## src/rtl/grid_pkg.sv

```systemverilog
// ---------------------------------------------------------------------------
// grid_pkg -- shared constants for the grid fire controller.
//   * 2-bit cell codes (water / ship / miss / hit)
//   * 2-bit game FSM state encodings
//   * shot counter width
//   * shot_cell(): the code a cell takes when it is fired upon
// ---------------------------------------------------------------------------
package grid_pkg;

  // Cell codes
  localparam logic [1:0] CELL_WATER = 2'b00;
  localparam logic [1:0] CELL_SHIP  = 2'b01;
  localparam logic [1:0] CELL_MISS  = 2'b10;
  localparam logic [1:0] CELL_HIT   = 2'b11;

  // Game FSM states
  localparam logic [1:0] ST_SETUP = 2'b00;
  localparam logic [1:0] ST_PLAY  = 2'b01;
  localparam logic [1:0] ST_WON   = 2'b10;
  localparam logic [1:0] ST_LOST  = 2'b11;

  // Shot counter width (saturates at all-ones)
  localparam int SHOT_W = 8;

  // A fired-upon cell: ship becomes hit, water becomes miss, and cells that
  // were already shot keep their code.
  function automatic logic [1:0] shot_cell(input logic [1:0] code);
    case (code)
      CELL_SHIP:  shot_cell = CELL_HIT;
      CELL_WATER: shot_cell = CELL_MISS;
      default:    shot_cell = code;
    endcase
  endfunction

endpackage

```

## src/rtl/sel_onehot_check.sv

```systemverilog
// ---------------------------------------------------------------------------
// sel_onehot_check -- registered "select is not one-hot" flag.
//   clk    in   system clock
//   reset  in   asynchronous active-low reset
//   sel    in   GRID_N row/column select switches
//   error  out  1 one cycle after sel has zero or several bits set
// ---------------------------------------------------------------------------
module sel_onehot_check #(
  parameter int GRID_N = 4
) (
  input  logic              clk,
  input  logic              reset,
  input  logic [GRID_N-1:0] sel,
  output logic              error
);

  logic sel_onehot;

  // Exactly one bit set: non-zero and clearing the lowest set bit leaves zero.
  assign sel_onehot = (sel != '0) && ((sel & (sel - 1'b1)) == '0);

  // NOTE: sequential state is written with non-blocking assignments so every
  // flop samples its inputs from before the edge, independent of block order.
  always_ff @(posedge clk or negedge reset) begin
    if (!reset) error <= 1'b0;
    else        error <= !sel_onehot;
  end

endmodule

```

## src/rtl/grid_fire_ctrl.sv

```systemverilog
// ---------------------------------------------------------------------------
// grid_fire_ctrl -- battleship-style grid game controller.
//
// A GRID_N x GRID_N board is loaded with ships in SETUP, then in PLAY each
// rising edge of fire shoots a whole row (n_row=0) or column (n_row=1) picked
// by the one-hot sel switches. The game is WON when no ship cells remain.
//
// Ports
//   clk, reset     clock, asynchronous active-low reset
//   sel            one-hot row/column select
//   n_row          0 = sel picks a row, 1 = a column
//   fire           debounced fire level (rising edge fires a shot)
//   start          start game / return to setup after WON or LOST
//   load_en/idx/ship  setup write of one cell (1 = ship, 0 = water)
//   display_state  2 bits per cell, cell k at [2k+1:2k], k = row*GRID_N+col
//   error          registered "sel not one-hot"; blocks shots while high
//   hit_pulse      one-cycle pulse when a shot hits at least one ship
//   shots          shots fired (saturating)
//   ships_left     ship cells not yet hit
//   game_state     SETUP / PLAY / WON / LOST
//
// Build option
//   SHOT_LIMIT_EN  when defined, PLAY moves to LOST once shots reaches
//                  SHOTS_MAX with ships remaining; otherwise LOST is never
//                  entered and shots only saturates.
// ---------------------------------------------------------------------------
module grid_fire_ctrl
  import grid_pkg::*;
#(
  parameter int GRID_N    = 4,
  parameter int SHOTS_MAX = 16
) (
  input  logic                                   clk,
  input  logic                                   reset,
  input  logic [GRID_N-1:0]                      sel,
  input  logic                                   n_row,
  input  logic                                   fire,
  input  logic                                   start,
  input  logic                                   load_en,
  input  logic [$clog2(GRID_N*GRID_N)-1:0]       load_idx,
  input  logic                                   load_ship,
  output logic [2*GRID_N*GRID_N-1:0]             display_state,
  output logic                                   error,
  output logic                                   hit_pulse,
  output logic [SHOT_W-1:0]                      shots,
  output logic [$clog2(GRID_N*GRID_N+1)-1:0]     ships_left,
  output logic [1:0]                             game_state
);

  localparam int CELLS = GRID_N * GRID_N;
  localparam int CNT_W = $clog2(CELLS + 1);

`ifdef SHOT_LIMIT_EN
  localparam bit SHOT_LIMIT = 1'b1;
`else
  localparam bit SHOT_LIMIT = 1'b0;
`endif

  logic [1:0]       cells [CELLS];
  logic             fire_q;
  logic             shot_fire;
  logic             idx_ok;
  logic [CELLS-1:0] in_line;
  logic [CNT_W-1:0] hit_cnt;

  sel_onehot_check #(.GRID_N(GRID_N)) u_sel_check (
    .clk   (clk),
    .reset (reset),
    .sel   (sel),
    .error (error)
  );

  // A shot needs a fresh fire edge, a settled one-hot select and PLAY.
  assign shot_fire = (game_state == ST_PLAY) && fire && !fire_q && !error;
  assign idx_ok    = int'(load_idx) < CELLS;

  // Cells covered by the selected line and how many of them are ships.
  // NOTE: every always_comb output gets a default first so no path can leave
  // it unassigned and infer a latch.
  always_comb begin
    in_line = '0;
    hit_cnt = '0;
    for (int r = 0; r < GRID_N; r++) begin
      for (int c = 0; c < GRID_N; c++) begin
        in_line[r*GRID_N+c] = n_row ? sel[c] : sel[r];
      end
    end
    for (int k = 0; k < CELLS; k++) begin
      if (in_line[k] && cells[k] == CELL_SHIP) hit_cnt = hit_cnt + CNT_W'(1);
    end
  end

  // During PLAY ships are hidden so the board only reveals shot results.
  always_comb begin
    display_state = '0;
    for (int k = 0; k < CELLS; k++) begin
      if (game_state == ST_PLAY && cells[k] == CELL_SHIP)
        display_state[2*k +: 2] = CELL_WATER;
      else
        display_state[2*k +: 2] = cells[k];
    end
  end

  // NOTE: the cell array is small and the game relies on an all-water board
  // after reset, so it is built from resettable flops rather than a RAM.
  always_ff @(posedge clk or negedge reset) begin
    if (!reset) begin
      for (int k = 0; k < CELLS; k++) cells[k] <= CELL_WATER;
      game_state <= ST_SETUP;
      shots      <= '0;
      ships_left <= '0;
      hit_pulse  <= 1'b0;
      fire_q     <= 1'b0;
    end else begin
      fire_q    <= fire;
      hit_pulse <= 1'b0;

      case (game_state)
        ST_SETUP: begin
          if (load_en && idx_ok) begin
            cells[load_idx] <= load_ship ? CELL_SHIP : CELL_WATER;
            if (load_ship && cells[load_idx] == CELL_WATER)
              ships_left <= ships_left + CNT_W'(1);
            else if (!load_ship && cells[load_idx] == CELL_SHIP)
              ships_left <= ships_left - CNT_W'(1);
          end
          // start judges the ship count from before any same-cycle load.
          if (start && ships_left != '0) game_state <= ST_PLAY;
        end

        ST_PLAY: begin
          // Win is checked first so a final hit on the last allowed shot wins.
          if (ships_left == '0)
            game_state <= ST_WON;
          else if (SHOT_LIMIT && shots >= SHOT_W'(SHOTS_MAX))
            game_state <= ST_LOST;

          if (shot_fire) begin
            for (int k = 0; k < CELLS; k++) begin
              if (in_line[k]) cells[k] <= shot_cell(cells[k]);
            end
            if (shots != '1) shots <= shots + SHOT_W'(1);
            ships_left <= ships_left - hit_cnt;
            hit_pulse  <= (hit_cnt != '0);
          end
        end

        default: begin // ST_WON, ST_LOST
          if (start) begin
            for (int k = 0; k < CELLS; k++) cells[k] <= CELL_WATER;
            shots      <= '0;
            ships_left <= '0;
            game_state <= ST_SETUP;
          end
        end
      endcase
    end
  end

endmodule

```

## config.mk

```make
export PLATFORM = sky130hd
export DESIGN_NAME = grid_fire_ctrl
export DESIGN_NICKNAME = d
export VERILOG_FILES = /design/src/rtl/grid_pkg.sv /design/src/rtl/sel_onehot_check.sv /design/src/rtl/grid_fire_ctrl.sv
export SDC_FILE = /design/constraint.sdc
export NUM_CORES = 1
export LEC_CHECK = 0
export CORE_MARGIN = 3
export CORE_UTILIZATION = 52
export CTS_BUF_LIST = sky130_fd_sc_hd__clkbuf_4 sky130_fd_sc_hd__clkbuf_8 sky130_fd_sc_hd__clkbuf_16
export DETAILED_ROUTE_END_ITERATION = 10
export MAX_ROUTING_LAYER = met4
export PLACE_DENSITY = 0.79
export SYNTH_ARGS = -nofsm -noshare
export SYNTH_HDL_FRONTEND = slang
export SYNTH_HIERARCHICAL = 1
export SYNTH_SLANG_ARGS = --single-unit
export TNS_END_PERCENT = 20
```

## constraint.sdc

```tcl
create_clock -name clk -period 11.3 [get_ports clk]
set_input_delay 3.39 -clock clk [delete_from_list [all_inputs] [get_ports clk]]
set_output_delay 3.39 -clock clk [all_outputs]
set_load 0.005 [all_outputs]
```

# Yosys cells after proc, flatten, opt, wreduce, memory -nomap -nowiden
# Cells that the tools add are included.
dict set report word_totals {
  reg_bits 50
  in_bits 15
  word_cells 295
}
dict set report classes {
  addsub 20
  n_lt_le_gt_ge 2
  n_eq_ne 57
  mux 103
  bitwise_logic 3
  reduce_logical 88
}
# cell n
set ops {}
lappend ops {{two-way mux 5 bit} 20}
lappend ops {{two-way mux 32 bit} 3}
lappend ops {{AND reduction 5 bit} 16}
lappend ops {{two-way mux 2 bit} 38}
lappend ops {{adder 5 x 1 -> 5 bit, second input constant} 15}
lappend ops {{case mux 2 bit (2 select lines)} 17}
lappend ops {{case mux 32 bit (2 select lines)} 1}
lappend ops {{!= test 3 x 1 -> 1 bit, second input constant} 16}
lappend ops {{logical AND 1 bit} 40}
lappend ops {{!= test 2 bit, second input constant} 19}
lappend ops {{equality test 2 x 1 -> 1 bit, second input constant} 18}
lappend ops {{logical NOT 2 bit} 18}
lappend ops {{bitwise mux 32 bit} 1}
lappend ops {{two-way mux 8 bit} 3}
lappend ops {{two-way mux 1 bit} 16}
lappend ops {{case mux 8 bit (2 select lines)} 1}
lappend ops {{case mux 5 bit (2 select lines)} 1}
lappend ops {{nonzero test 5 bit} 2}
lappend ops {{adder 8 x 1 -> 8 bit, second input constant} 1}
lappend ops {{binary-select mux 2 bit (select 4 bit)} 1}
lappend ops {{demux 2 bit (select 4 bit)} 1}
lappend ops {{!= test 8 bit, second input constant} 1}
lappend ops {{AND reduction 4 bit} 2}
lappend ops {{>= comparator 5 bit, second input constant} 1}
lappend ops {{17 further kinds} 21}

# Logic depth before layout (Yosys ltp)
# Gate-level depths: netlist of run 1.
dict set report logic_depth {
  word_depth 36
  ltp_mapped 59
}

# By module
# The synthesis of run 1 kept the hierarchy.
# module n_inst cells_per_inst area_per_inst_um2 seq_area_each_um2
set modules_own_cells {}
lappend modules_own_cells {grid_fire_ctrl 1 711 5595.4 1226.2}
lappend modules_own_cells {sel_onehot_check 1 6 62.6 25.0}

# Worst setup path after synthesis of run 1
# Ideal clock, no wire load.
dict set report synth_path {
  kind {input to register}
  startpoint {input port n_row}
  endpoint {register ships_left[4]}
  arrival_time_ns 12.532
  required_time_ns 11.168
  path_slack_ns -1.365
  stages 59
  n_path_buf 3
  path_cell_list {buf_6 buf_8 nand2b_1 a21oi_1 nand2_1 inv_1 ha_1 buf_1 xor2_2 inv_1 ha_1 nand3_1 a21oi_1 a31oi_1 xnor2_1 nor2_1 nor2_1 ha_1 [... 23 more ...] ha_1 nor2_1 a21oi_1 xnor2_1 mux2_2 ha_1 nand2_1 o21ai_0 o21ai_0 fa_1 a21o_1 a21oi_1 xor2_1 nor2_1 mux2i_1 nor3_1 a21oi_1 o211ai_1}
}
dict set report synth_via {
  elab_chain_len 34
}
# element line
set synth_rtl {}
lappend synth_rtl {{start: declaration} grid_fire_ctrl.sv:36} ;# input logic n_row,
lappend synth_rtl {{two-way mux 1 bit} grid_fire_ctrl.sv:85} ;# in_line[r*GRID_N+c] = n_row ? sel[c] : sel[r];
lappend synth_rtl {{logical AND 1 bit} grid_fire_ctrl.sv:89} ;# if (in_line[k] && cells[k] == CELL_SHIP) hit_cnt = hit_cnt + CNT_W'(1);
lappend synth_rtl {{two-way mux 5 bit} grid_fire_ctrl.sv:89}
lappend synth_rtl {{adder 5 x 1 -> 5 bit} grid_fire_ctrl.sv:89}
lappend synth_rtl {{two-way mux 5 bit} grid_fire_ctrl.sv:89}
lappend synth_rtl {{adder 5 x 1 -> 5 bit} grid_fire_ctrl.sv:89}
lappend synth_rtl {{two-way mux 5 bit} grid_fire_ctrl.sv:89}
lappend synth_rtl {{adder 5 x 1 -> 5 bit} grid_fire_ctrl.sv:89}
lappend synth_rtl {{[... 18 more ...]} n/a}
lappend synth_rtl {{two-way mux 5 bit} grid_fire_ctrl.sv:89}
lappend synth_rtl {{adder 5 x 1 -> 5 bit} grid_fire_ctrl.sv:89}
lappend synth_rtl {{two-way mux 5 bit *} grid_fire_ctrl.sv:89}
lappend synth_rtl {{adder 5 x 1 -> 5 bit} grid_fire_ctrl.sv:89}
lappend synth_rtl {{two-way mux 5 bit *} grid_fire_ctrl.sv:89}
lappend synth_rtl {{subtractor 5 bit *} grid_fire_ctrl.sv:143} ;# ships_left <= ships_left - hit_cnt;
lappend synth_rtl {{two-way mux 5 bit *} grid_fire_ctrl.sv:138} ;# if (shot_fire) begin
lappend synth_rtl {{case mux 5 bit (2 select lines) *} grid_fire_ctrl.sv:118} ;# case (game_state)
lappend synth_rtl {{end signal: assignment} grid_fire_ctrl.sv:123} ;# ships_left <= ships_left + CNT_W'(1);
lappend synth_rtl {{end signal: assignment} grid_fire_ctrl.sv:125} ;# ships_left <= ships_left - CNT_W'(1);
lappend synth_rtl {{end signal: assignment} grid_fire_ctrl.sv:143}
lappend synth_rtl {{end: declaration} grid_fire_ctrl.sv:46} ;# output logic [$clog2(GRID_N*GRID_N+1)-1:0] ships_left,
# Mark *: on every way between the ends. The rest lies on a longest branch, timed or not. The select of a mux whose other input is x is not followed.
# A chain may end at the register's enable or synchronous reset.

# Final worst setup path of run 1
dict set report layout_path {
  startpoint {input port sel[0]}
  endpoint {register ships_left[4]}
}
dict set report layout_via {
  elab_chain_len 35
}
# element line
set layout_rtl {}
lappend layout_rtl {{start: declaration} grid_fire_ctrl.sv:35} ;# input logic [GRID_N-1:0] sel,
lappend layout_rtl {{logical AND 1 bit} grid_fire_ctrl.sv:89}
lappend layout_rtl {{two-way mux 1 bit} grid_fire_ctrl.sv:89}
lappend layout_rtl {{adder 1 x 1 -> 2 bit} grid_fire_ctrl.sv:89}
lappend layout_rtl {{two-way mux 5 bit} grid_fire_ctrl.sv:89}
lappend layout_rtl {{adder 5 x 1 -> 5 bit} grid_fire_ctrl.sv:89}
lappend layout_rtl {{two-way mux 5 bit} grid_fire_ctrl.sv:89}
lappend layout_rtl {{adder 5 x 1 -> 5 bit} grid_fire_ctrl.sv:89}
lappend layout_rtl {{two-way mux 5 bit} grid_fire_ctrl.sv:89}
lappend layout_rtl {{[... 19 more ...]} n/a}
lappend layout_rtl {{two-way mux 5 bit *} grid_fire_ctrl.sv:89}
lappend layout_rtl {{adder 5 x 1 -> 5 bit} grid_fire_ctrl.sv:89}
lappend layout_rtl {{two-way mux 5 bit *} grid_fire_ctrl.sv:89}
lappend layout_rtl {{adder 5 x 1 -> 5 bit} grid_fire_ctrl.sv:89}
lappend layout_rtl {{two-way mux 5 bit *} grid_fire_ctrl.sv:89}
lappend layout_rtl {{subtractor 5 bit *} grid_fire_ctrl.sv:143}
lappend layout_rtl {{two-way mux 5 bit *} grid_fire_ctrl.sv:138}
lappend layout_rtl {{case mux 5 bit (2 select lines) *} grid_fire_ctrl.sv:118}
# Marks and branches as above.

==> metrics.csv, run 1 <==
metric;value;unit
status;complete, but fails checks;
violations;setup timing;
grt_pass1_wl;28.58;mm
grt-ovfl-total;0;
syn_inst;717;
layout-drive-gt1-share;0.2337;
drc_errors;0;
hold_viol_final;0;
hold_depth;2;
min_path_type;reg -> reg;
synth.yosys.seq_area_share;0.2211;
wl_per_cell;17.96;µm
grt_pass1_vias;5905;
end_kind;register;
maxCapViolCount;0;
design.die.area;0.01217;mm²
min_to;cells[0]$_DFFE_PN0P_;
wl;17.58;mm
ys_ff_latch;50;
slowest_stage;fa_2;
via_count;6033;
start_util;0.5408;
clockRootBuffer;clkbuf_8;
reg2reg_from;cells[27]$_DFFE_PN0P_;
async_reset_ff_frac;1.000;
dpl.hpwl;12.73;mm
leakage;3.154;nW
io_pins;64;
cp_max_fo;3;
clk_latency;0.32;ns
worst_slew_pin_slew;1.147;ns
rrSetupSlack;1.95;ns
first_iter_violations;624;
fin_setup_tns;-1.463;ns
die_y;110.3;µm
rows;37;
holdWs;0.5322;ns
core-area;0.01046;mm²
finClkSkew;0.01045;ns
antenna_cells;0;
cp.required;11.49;ns
cp_slowest_stage_delay;0.37;ns
min_from;cells[0]$_DFFE_PN0P_;
ctsHtreeMaxLevel;2;
grt_usage;0.3033;
rr_endpoint;ships_left[4]$_DFFE_PN0P_;
grt_use_met1;0.4045;
p_per_area;247.2;mW/mm²
critical_path_class;in -> reg;
grtUsageMet3;0.02271;
max_slew_margin;0.2354;
synth_edf_count;0;
drv_slew;0;
synth_fp_nets;755;
fmax;83.19;MHz
grt_max_degree;51;
met2_usage;0.4900;
antenna_left;0;
worst_slack;-0.7204;ns
syn_area_per_cell;7.891;µm²
final_nets;880;
antenna_found_initial;0;
die_w;110.3;µm
port_buffers;63;
cts_tree;built;
post-route-min-period;12.02;ns
dp.cells;942;
clock-sinks;50;
setup_violations;3;
ctsHoldBuffers;0;
finalNonFillerCells;979;
routabilityCongestion;0.9277;
clk_pin_slew;0.10;ns
rsz0062_at_grt;true;
synth_ff_type;dfrtp_1;
worst_setup_path_start_kind;primary input;
period_share;1.064;
vias_per_cell;6.162;
worst_path_most_repeated_cell;nor2_1;
syn-cell-area;0.005658;mm²
synthToLayoutAreaGrowth;30.67;%
vdd_drop_max;0.1300;mV
numCtsBuffers;5;
dr.pass1.iters;5;
cts.path.max_buffers;2;
r2r_cells;53;
yosys_warnings;6;
synth.distinct_cells;71;
worst_ep_arrival_time;12.22;ns
globalRoute.busiestLayer;met2;
-- synth_stat cells (5+ instances only) --
| master | instances | area share |
|---|---|---|
| nand2_1 | 118 | 0.078 |
| nor2_1 | 48 | 0.032 |
| mux4_2 | 10 | 0.040 |
| o211ai_1 | 10 | 0.013 |
| and3_1 | 9 | 0.010 |
| ha_1 | 22 | 0.049 |
| nor4b_1 | 5 | 0.0077 |
| xor2_1 | 23 | 0.036 |
| nor2b_1 | 12 | 0.013 |
| o22ai_1 | 7 | 0.0077 |
| nand4_1 | 9 | 0.010 |
| o21a_1 | 17 | 0.023 |
| o21ai_0 | 62 | 0.055 |
| mux2i_1 | 7 | 0.012 |
| inv_1 | 13 | 0.0086 |
| xnor2_1 | 38 | 0.059 |
| nand3_1 | 26 | 0.023 |
| a21oi_1 | 42 | 0.037 |
| mux2_2 | 6 | 0.012 |
| and2_1 | 12 | 0.013 |
| clkbuf_1 | 40 | 0.027 |
| a21o_1 | 5 | 0.0066 |
| a31oi_1 | 6 | 0.0066 |
| nand2b_1 | 15 | 0.017 |
| dfrtp_1 | 50 | 0.22 |
| nor3_1 | 18 | 0.016 |
| o31ai_1 | 9 | 0.012 |
| nand3b_1 | 6 | 0.0080 |
-- worst max-delay path by stage --
stage,from,to,slack [ns],depth (start not counted)
finish,sel[0],ships_left[4]$_DFFE_PN0P_,-0.72,58
floorplan,n_row,ships_left[4]$_DFFE_PN0P_,-0.68,59
global route,sel[0],ships_left[4]$_DFFE_PN0P_,-1.19,58
CTS,sel[0],ships_left[4]$_DFFE_PN0P_,-0.58,58
detailed placement,n_row,ships_left[4]$_DFFE_PN0P_,-1.46,57
global placement,n_row,ships_left[4]$_DFFE_PN0P_,-0.97,57
-- power by group --
part | total [mW] | internal (mW) | switching [mW]
logic | 1.36 | 0.696 | 0.665
registers | 0.354 | 0.235 | 0.120
clock network | 0.112 | 0.0463 | 0.0653
total | 1.83 | 0.977 | 0.851
-- cell usage in the layout (no fill, tap or decap), types with 9 or more instances in the layout --
cell and instances:
and3_1 9, inv_1 10, nand2b_1 14, o21a_1 17, nor2b_1 11, buf_4 103, xnor2_1 37, dfrtp_1 50
o211ai_1 10, ha_1 17, and2_1 11, nand4_1 9, nand3_1 25, nand2_1 113, xor2_1 19, a21oi_1 37
mux4_2 10, nor2_1 46, nor3_1 17, o21ai_0 56, clkdlybuf4s50_1 58
-- kinds of logic after synthesis --
| group | share of synthesized area |
|---|---|
| simple gates | 0.2594 |
| fa+ha+maj | 0.05219 |
| flops | 0.2211 |
| compound gates | 0.2012 |
| xor+xnor | 0.1517 |
| mux | 0.06922 |
| buf+inv | 0.04511 |
-- state kept, by name, summed over array words and instances (netlist names) --
signal,count
cells,32
fire_q,1
game_state,2
hit_pulse,1
ships_left,5
shots,8
u_sel_check/error,1
-- worst max-delay path, delay by kind of cell --
kind / cells / cell delay [ns]
compound gates: 16 / 1.84
xor+xnor: 8 / 1.38
fa+ha+maj: 9 / 2.63
buf+inv: 3 / 0.26
mux: 3 / 0.75
simple gates: 19 / 1.97
-- through the flow --
| step | util | worst slack, ns | cell area (µm²) | total power, mW |
|---|---|---|---|---|
| 2_1_floorplan | - | -0.6841 | 5768 | 1.086 |
| 3_3_place_gp | 0.6612 | -0.9708 | 6918 | 1.462 |
| 4_1_cts | 0.6916 | -0.5755 | 7236 | 1.725 |
| 3_5_place_dp | 0.6612 | -1.457 | 6918 | 1.518 |
| 5_1_grt | 0.7066 | -1.187 | 7393 | 1.961 |
| 6_report | 0.7066 | -0.7204 | 7393 | 1.828 |
-- routing by layer --
layer	vias to the layer above	routed length, µm
li1	2791	-
met2	317	8348
met1	2882	7467
met3	43	1315
met4	0	450
met5	-	0
-- area by class of cell --
| class | instances | area (µm²) |
|---|---|---|
| multi-input cells | 605 | 4424 |
| fillers | 827 | 3069 |
| repair buffers | 167 | 1406 |
| flip-flops and latches | 50 | 1251 |
| well taps | 136 | 170.2 |
| clock buffers | 6 | 76.32 |
| inverters | 13 | 51.30 |
| clock inverters | 2 | 13.76 |
-- repair_timing --
| action | 4_1_cts | 5_1_grt |
|---|---|---|
| setup buffers | 20 | 9 |
| gates resized for setup | 34 | 23 |
| endpoints found under the setup margin | 5 | 5 |
| gates cloned | 0 | 0 |
| pin swaps | 33 | 34 |
Note: power is estimated with default switching activity, not from simulation.
==> run 2: changes to the inputs <==
--- a/config.mk
+++ b/config.mk
@@ -6,11 +6,11 @@
 export NUM_CORES = 1
 export LEC_CHECK = 0
 export CORE_MARGIN = 3
-export CORE_UTILIZATION = 52
+export CORE_UTILIZATION = 49
 export CTS_BUF_LIST = sky130_fd_sc_hd__clkbuf_4 sky130_fd_sc_hd__clkbuf_8 sky130_fd_sc_hd__clkbuf_16
 export DETAILED_ROUTE_END_ITERATION = 10
 export MAX_ROUTING_LAYER = met4
-export PLACE_DENSITY = 0.79
+export PLACE_DENSITY = 0.75
 export SYNTH_ARGS = -nofsm -noshare
 export SYNTH_HDL_FRONTEND = slang
 export SYNTH_HIERARCHICAL = 1
==> metrics.csv, run 2 (synthesis gave the netlist of run 1 again) <==
metric;value;unit;change
end_kind;register;;
status;complete, but fails checks;;
design.die.area;0.01287;mm²;+5.8%
rsz0062_at_grt;true;;
io_pins;64;;unchanged
max_slew_margin;0.2240;;-0.01139
p_per_area;242.5;mW/mm²;-1.9%
cts.path.max_buffers;2;;unchanged
worst_slack;-0.5080;ns;+0.2124 ns
vdd_drop_max;0.1556;mV;+20%
wl_per_cell;17.95;µm;about the same
ctsHtreeMaxLevel;2;;unchanged
cp.depth;55;;-5.2%
final_nets;870;;-1.1%
finalNonFillerCells;972;;-0.72%
internal_power;964.0;µW;-1.3%
seqCellArea;0.001251;mm²;unchanged
violations;setup timing;;
dr.pass1.iters;5;;unchanged
vias_per_cell;6.135;;-0.45%
finClkSkew;0.004450;ns;-0.006003 ns
routabilityCongestion;0.9244;;-0.36%
switching_share;0.4597;;-0.005728
hold_depth;2;;unchanged
worst_ep_arrival_time;11.98;ns;-0.24 ns
largestRegisters;cells (32), shots (8), ships_left (5);;
cp_max_fo;4;;+1
cp_slowest_stage_delay;0.37;ns;about the same
combinationalPowerShare;0.728;;-0.017
setup_violations;2;;-1
fin_setup_tns;-0.5449;ns;+0.9180 ns
via_count;5963;;-1.2%
cp.required;11.47;ns;-0.02 ns
fin_area;0.007357;mm²;-0.49%
post-route-min-period;11.81;ns;-0.2124 ns
grt-ovfl-total;0;;unchanged
power.total;1.784;mW;-2.4%
holdWs;0.5175;ns;-0.01468 ns
top_register;cells;;
antenna_cells;0;;unchanged
critical_path_class;in -> reg;;
drv_slew;0;;unchanged
hold_viol_final;0;;unchanged
multi_input_area;0.004397;mm²;-0.62%
slowest_stage;ha_1;;
final_common_cell;nand2_1;;
fmax;84.69;MHz;+1.8%
clk_latency;0.29;ns;-0.03 ns
start_util;0.5107;;-0.03005
dp.cells;951;;+0.96%
leakage;3.099;nW;-1.7%
dp_slack;-1.339;ns;+0.1186 ns
drc_errors;0;;unchanged
clockRootBuffer;clkbuf_16;;
die_y;113.5;µm;+2.9%
postLayoutCoreUtil;0.6641;;-0.04254
antenna_left;0;;unchanged
path_delay_family;adder cells;;
period_share;1.045;;-0.01879
grt_pass1_vias;5940;;+0.59%
crit_buf_inv;7;;+4
clk_pin_slew;0.07;ns;-0.03 ns
r2r_cells;52;;-1.9%
worst_slew_pin_slew;1.164;ns;+0.01708 ns
synthToLayoutAreaGrowth;30.03;%;
core-area;0.01108;mm²;+5.9%
layout-drive-gt1-share;0.2200;;-0.01374
grt_max_degree;51;;unchanged
pwr-share-clk;0.084;;+0.023
die_w;113.5;µm;+2.9%
numCtsBuffers;5;;unchanged
fillCellCount;910;;+10%
cts_tree;built;;
place_area;0.006960;mm²;+0.62%
ctsHoldBuffers;0;;unchanged
largest_reg_flops;32;;unchanged
first_iter_violations;608;;-2.6%
maxCapViolCount;0;;unchanged
dpl.hpwl;13.10;mm;+2.9%
grt_usage;0.2792;;-0.02405
worst_setup_path_start_kind;primary input;;
power.switching;820.2;µW;-3.6%
final_cell_mix;113 x nand2_1, 92 x buf_4, 58 x clkdlybuf4s50_1;;
port_buffers;63;;unchanged
clock-sinks;50;;unchanged
grt_pass1_wl;28.84;mm;+0.92%
wl;17.45;mm;-0.77%
min_path_type;reg -> reg;;
power_frac_seq;0.188;;-0.006
antenna_found_initial;0;;unchanged
rows;38;;+2.7%
==> run 2: layout make-up <==
cell class	count	share of cell area
Clock buffer	6	0.01803
Clock inverter	1	0.001020
Timing Repair Buffer	157	0.1825
Inverter	13	0.006973
Multi-Input combinational cell	605	0.5976
Sequential cell	50	0.1701
Tap cell	140	0.02381
==> run 2: metal layers <==
metal,routed length [µm],global-route usage,vias up
met3,1272,0.03077,52
met1,7419,0.3692,2816
met5,0,-,-
li1,-,-,2782
met4,429,0.09215,0
met2,8324,0.4510,313
==> run 2: worst paths after layout <==
path / to / slack, ns / startpoint
hold reg to reg: cells[0]$_DFFE_PN0P_ / 0.52 / cells[0]$_DFFE_PN0P_
max in group asynchronous: cells[18]$_DFFE_PN0P_ / 7.26 / reset
min in group asynchronous: shots[3]$_DFFE_PN0P_ / 3.33 / reset
hold / removal: cells[0]$_DFFE_PN0P_ / 0.52 / cells[0]$_DFFE_PN0P_
setup / recovery: ships_left[4]$_DFFE_PN0P_ / -0.51 / sel[0]
setup reg to reg: ships_left[4]$_DFFE_PN0P_ / 2.20 / cells[26]$_DFFE_PN0P_
==> run 2: power by group through the flow <==
| stage | clock network (mW) | logic (mW) | registers, mW |
|---|---|---|---|
| 2_1_floorplan | 0 | 0.793 | 0.293 |
| 3_3_place_gp | 0 | 1.14 | 0.332 |
| 3_5_place_dp | 0 | 1.19 | 0.333 |
| 5_1_grt | 0.157 | 1.41 | 0.345 |
| 4_1_cts | 0.150 | 1.23 | 0.331 |
| 6_report | 0.150 | 1.30 | 0.336 |
==> run 2: repair_timing <==
action	CTS	global route
setup buffers	8	6
endpoints found under the setup margin	5	5
pin swaps	33	35
gates resized for setup	32	20
==> run 2: worst reg2reg max path, delay by kind of cell (launching register included) <==
family	cells	cell delay (ns)
adder cells (fa/ha/maj)	7	2.07
AND/OR/NAND/NOR	16	2.02
XOR/XNOR	10	2.02
AO/OA/AOI/OAI	13	1.76
buffers and inverters	5	0.49
flip-flops	1	0.46
multiplexers	1	0.16
==> run 3: changes to the inputs <==
--- a/config.mk
+++ b/config.mk
@@ -5,6 +5,7 @@
 export SDC_FILE = /design/constraint.sdc
 export NUM_CORES = 1
 export LEC_CHECK = 0
+export CORE_ASPECT_RATIO = 0.7
 export CORE_MARGIN = 3
 export CORE_UTILIZATION = 49
 export CTS_BUF_LIST = sky130_fd_sc_hd__clkbuf_4 sky130_fd_sc_hd__clkbuf_8 sky130_fd_sc_hd__clkbuf_16
==> metrics.csv, run 3 (synthesis gave the netlist of run 1 again) <==
metric;value;unit;change
hold_viol_final;0;;unchanged
largestRegisters;cells (32), shots (8), ships_left (5);;
finClkSkew;0.005468;ns;+0.001018 ns
p_per_area;247.9;mW/mm²;+2.2%
first_iter_violations;737;;+21%
setup_violations;3;;+1
max_slew_margin;0.1718;;-0.05217
design.die.area;0.01289;mm²;+0.16%
synthToLayoutAreaGrowth;32.09;%;
antenna_cells;0;;unchanged
fmax;83.91;MHz;-0.92%
dp_slack;-1.543;ns;-0.2040 ns
postLayoutCoreUtil;0.6714;;+0.007318
reg2reg_from;cells[26]$_DFFE_PN0P_;;
cp_slowest_stage_delay;0.39;ns;+0.02 ns
slowest_stage;fa_2;;
wl_per_cell;18.99;µm;+5.8%
violations;setup timing;;
cp.required;11.51;ns;+0.04 ns
dp.cells;966;;+1.6%
post-route-min-period;11.92;ns;+0.1100 ns
worst_ep_arrival_time;12.13;ns;+0.15 ns
clockRootBuffer;clkbuf_16;;
place_area;0.006992;mm²;+0.45%
top_register;cells;;
grt_pass1_vias;6048;;+1.8%
drv_slew;0;;unchanged
cp_max_fo;3;;-1
antenna_found_initial;0;;unchanged
clk_pin_slew;0.07;ns;about the same
clk_latency;0.30;ns;about the same
ctsHoldBuffers;0;;unchanged
maxCapViolCount;0;;unchanged
endpoint;ships_left[4]$_DFFE_PN0P_;;
clock-sinks;50;;unchanged
drc_errors;0;;unchanged
antenna_left;0;;unchanged
rrSetupSlack;2.13;ns;-0.07 ns
dr.pass1.iters;5;;unchanged
die_y;95.91;µm;-15%
worst_slack;-0.6180;ns;-0.1100 ns
fin_setup_tns;-0.9217;ns;-0.3768 ns
rows;32;;-16%
final_nets;877;;+0.80%
numCtsBuffers;5;;unchanged
period_share;1.055;;+0.009734
dpl.hpwl;13.73;mm;+4.8%
vdd_drop_max;0.2536;mV;+63%
worst_slew_pin_slew;1.232;ns;+0.06773 ns
final_cell_mix;113 x nand2_1, 100 x buf_4, 58 x clkdlybuf4s50_1;;
routabilityCongestion;0.9339;;+1.0%
r2r_cells;53;;+1.9%
critPathLaunch;n_row;;
finalNonFillerCells;993;;+2.2%
cts_tree;built;;
cts.path.max_buffers;2;;unchanged
vias_per_cell;6.226;;+1.5%
start_util;0.5083;;-0.002411
final_common_cell;nand2_1;;
min_path_type;reg -> reg;;
port_buffers;63;;unchanged
rr_endpoint;ships_left[4]$_DFFE_PN0P_;;
grt_pass1_wl;30.37;mm;+5.3%
worst_setup_path_start_kind;primary input;;
largest_reg_flops;32;;unchanged
grt-ovfl-total;0;;unchanged
core-area;0.01113;mm²;+0.47%
io_pins;64;;unchanged
fin_area;0.007473;mm²;+1.6%
layout-drive-gt1-share;0.2321;;+0.01219
grt_max_degree;51;;unchanged
grt_usage;0.3017;;+0.02251
wl;18.86;mm;+8.1%
rsz0062_at_grt;true;;
leakage;3.146;nW;+1.5%
status;complete, but fails checks;;
die_w;134.4;µm;+18%
via_count;6182;;+3.7%
critical_path_class;in -> reg;;
end_kind;register;;
ctsHtreeMaxLevel;2;;unchanged
==> run 3: worst min-delay path by stage <==
stage,endpoint,slack (ns),cells past startpoint,startpoint
6_report,cells[0]$_DFFE_PN0P_,0.52,2,cells[0]$_DFFE_PN0P_
5_1_grt,cells[0]$_DFFE_PN0P_,0.56,2,cells[0]$_DFFE_PN0P_
4_1_cts,cells[0]$_DFFE_PN0P_,0.51,2,cells[0]$_DFFE_PN0P_
3_5_place_dp,cells[0]$_DFFE_PN0P_,0.50,2,cells[0]$_DFFE_PN0P_
3_3_place_gp,cells[0]$_DFFE_PN0P_,0.48,2,cells[0]$_DFFE_PN0P_
2_1_floorplan,cells[0]$_DFFE_PN0P_,0.46,2,cells[0]$_DFFE_PN0P_
==> run 3: power by group <==
| part | internal [mW] | total [mW] | switching [mW] |
|---|---|---|---|
| sequential | 0.236 | 0.328 | 0.0924 |
| combinational | 0.655 | 1.35 | 0.690 |
| clock | 0.107 | 0.180 | 0.0728 |
| total | 0.998 | 1.85 | 0.855 |
==> run 3: cell type report <==
type                       count  area [µm²]
clock buffer                   6       132.6
multi-input combinational    605        4432
tap                          153       191.4
sequential                    50        1251
inverter                      13       51.30
fill                         933        3657
timing repair buffer         164        1378
clock inverter                 2       37.54
==> run 3: critical path: cells and delay by family <==
kind                       cells  cell delay [ns]
xor gates and xnor gates       8             1.30
and+or+nand+nor               18             2.00
buffers and inverters          3             0.34
muxes                          3             0.63
adders and majority gates      9             2.65
AOI/OAI and AO/OA             16             1.81
==> run 3: repair_timing <==
| item | in CTS | in global routing |
|---|---|---|
| resized for setup | 38 | 14 |
| setup buffers | 11 | 8 |
| pin swaps | 35 | 24 |
| setup endpoints to repair | 5 | 5 |
| hold endpoints to repair | 0 | 0 |
==> run 3: per-stage QoR <==
stage          total power, mW  hold slack [ns]
6_report                 1.853           0.5154
5_1_grt                  1.984           0.5613
4_1_cts                  1.780           0.5141
3_5_place_dp             1.540           0.4972
3_3_place_gp             1.496           0.4794
2_1_floorplan            1.086           0.4556
==> run 3: routing by layer <==
| metal | vias to the layer above | global-route usage | wire, µm |
|---|---|---|---|
| met4 | 0 | 0.08390 | 437 |
| met2 | 326 | 0.4900 | 8734 |
| met1 | 3003 | 0.3976 | 7981 |
| met3 | 61 | 0.04754 | 1708 |
| li1 | 2792 | - | - |
| met5 | - | - | 0 |
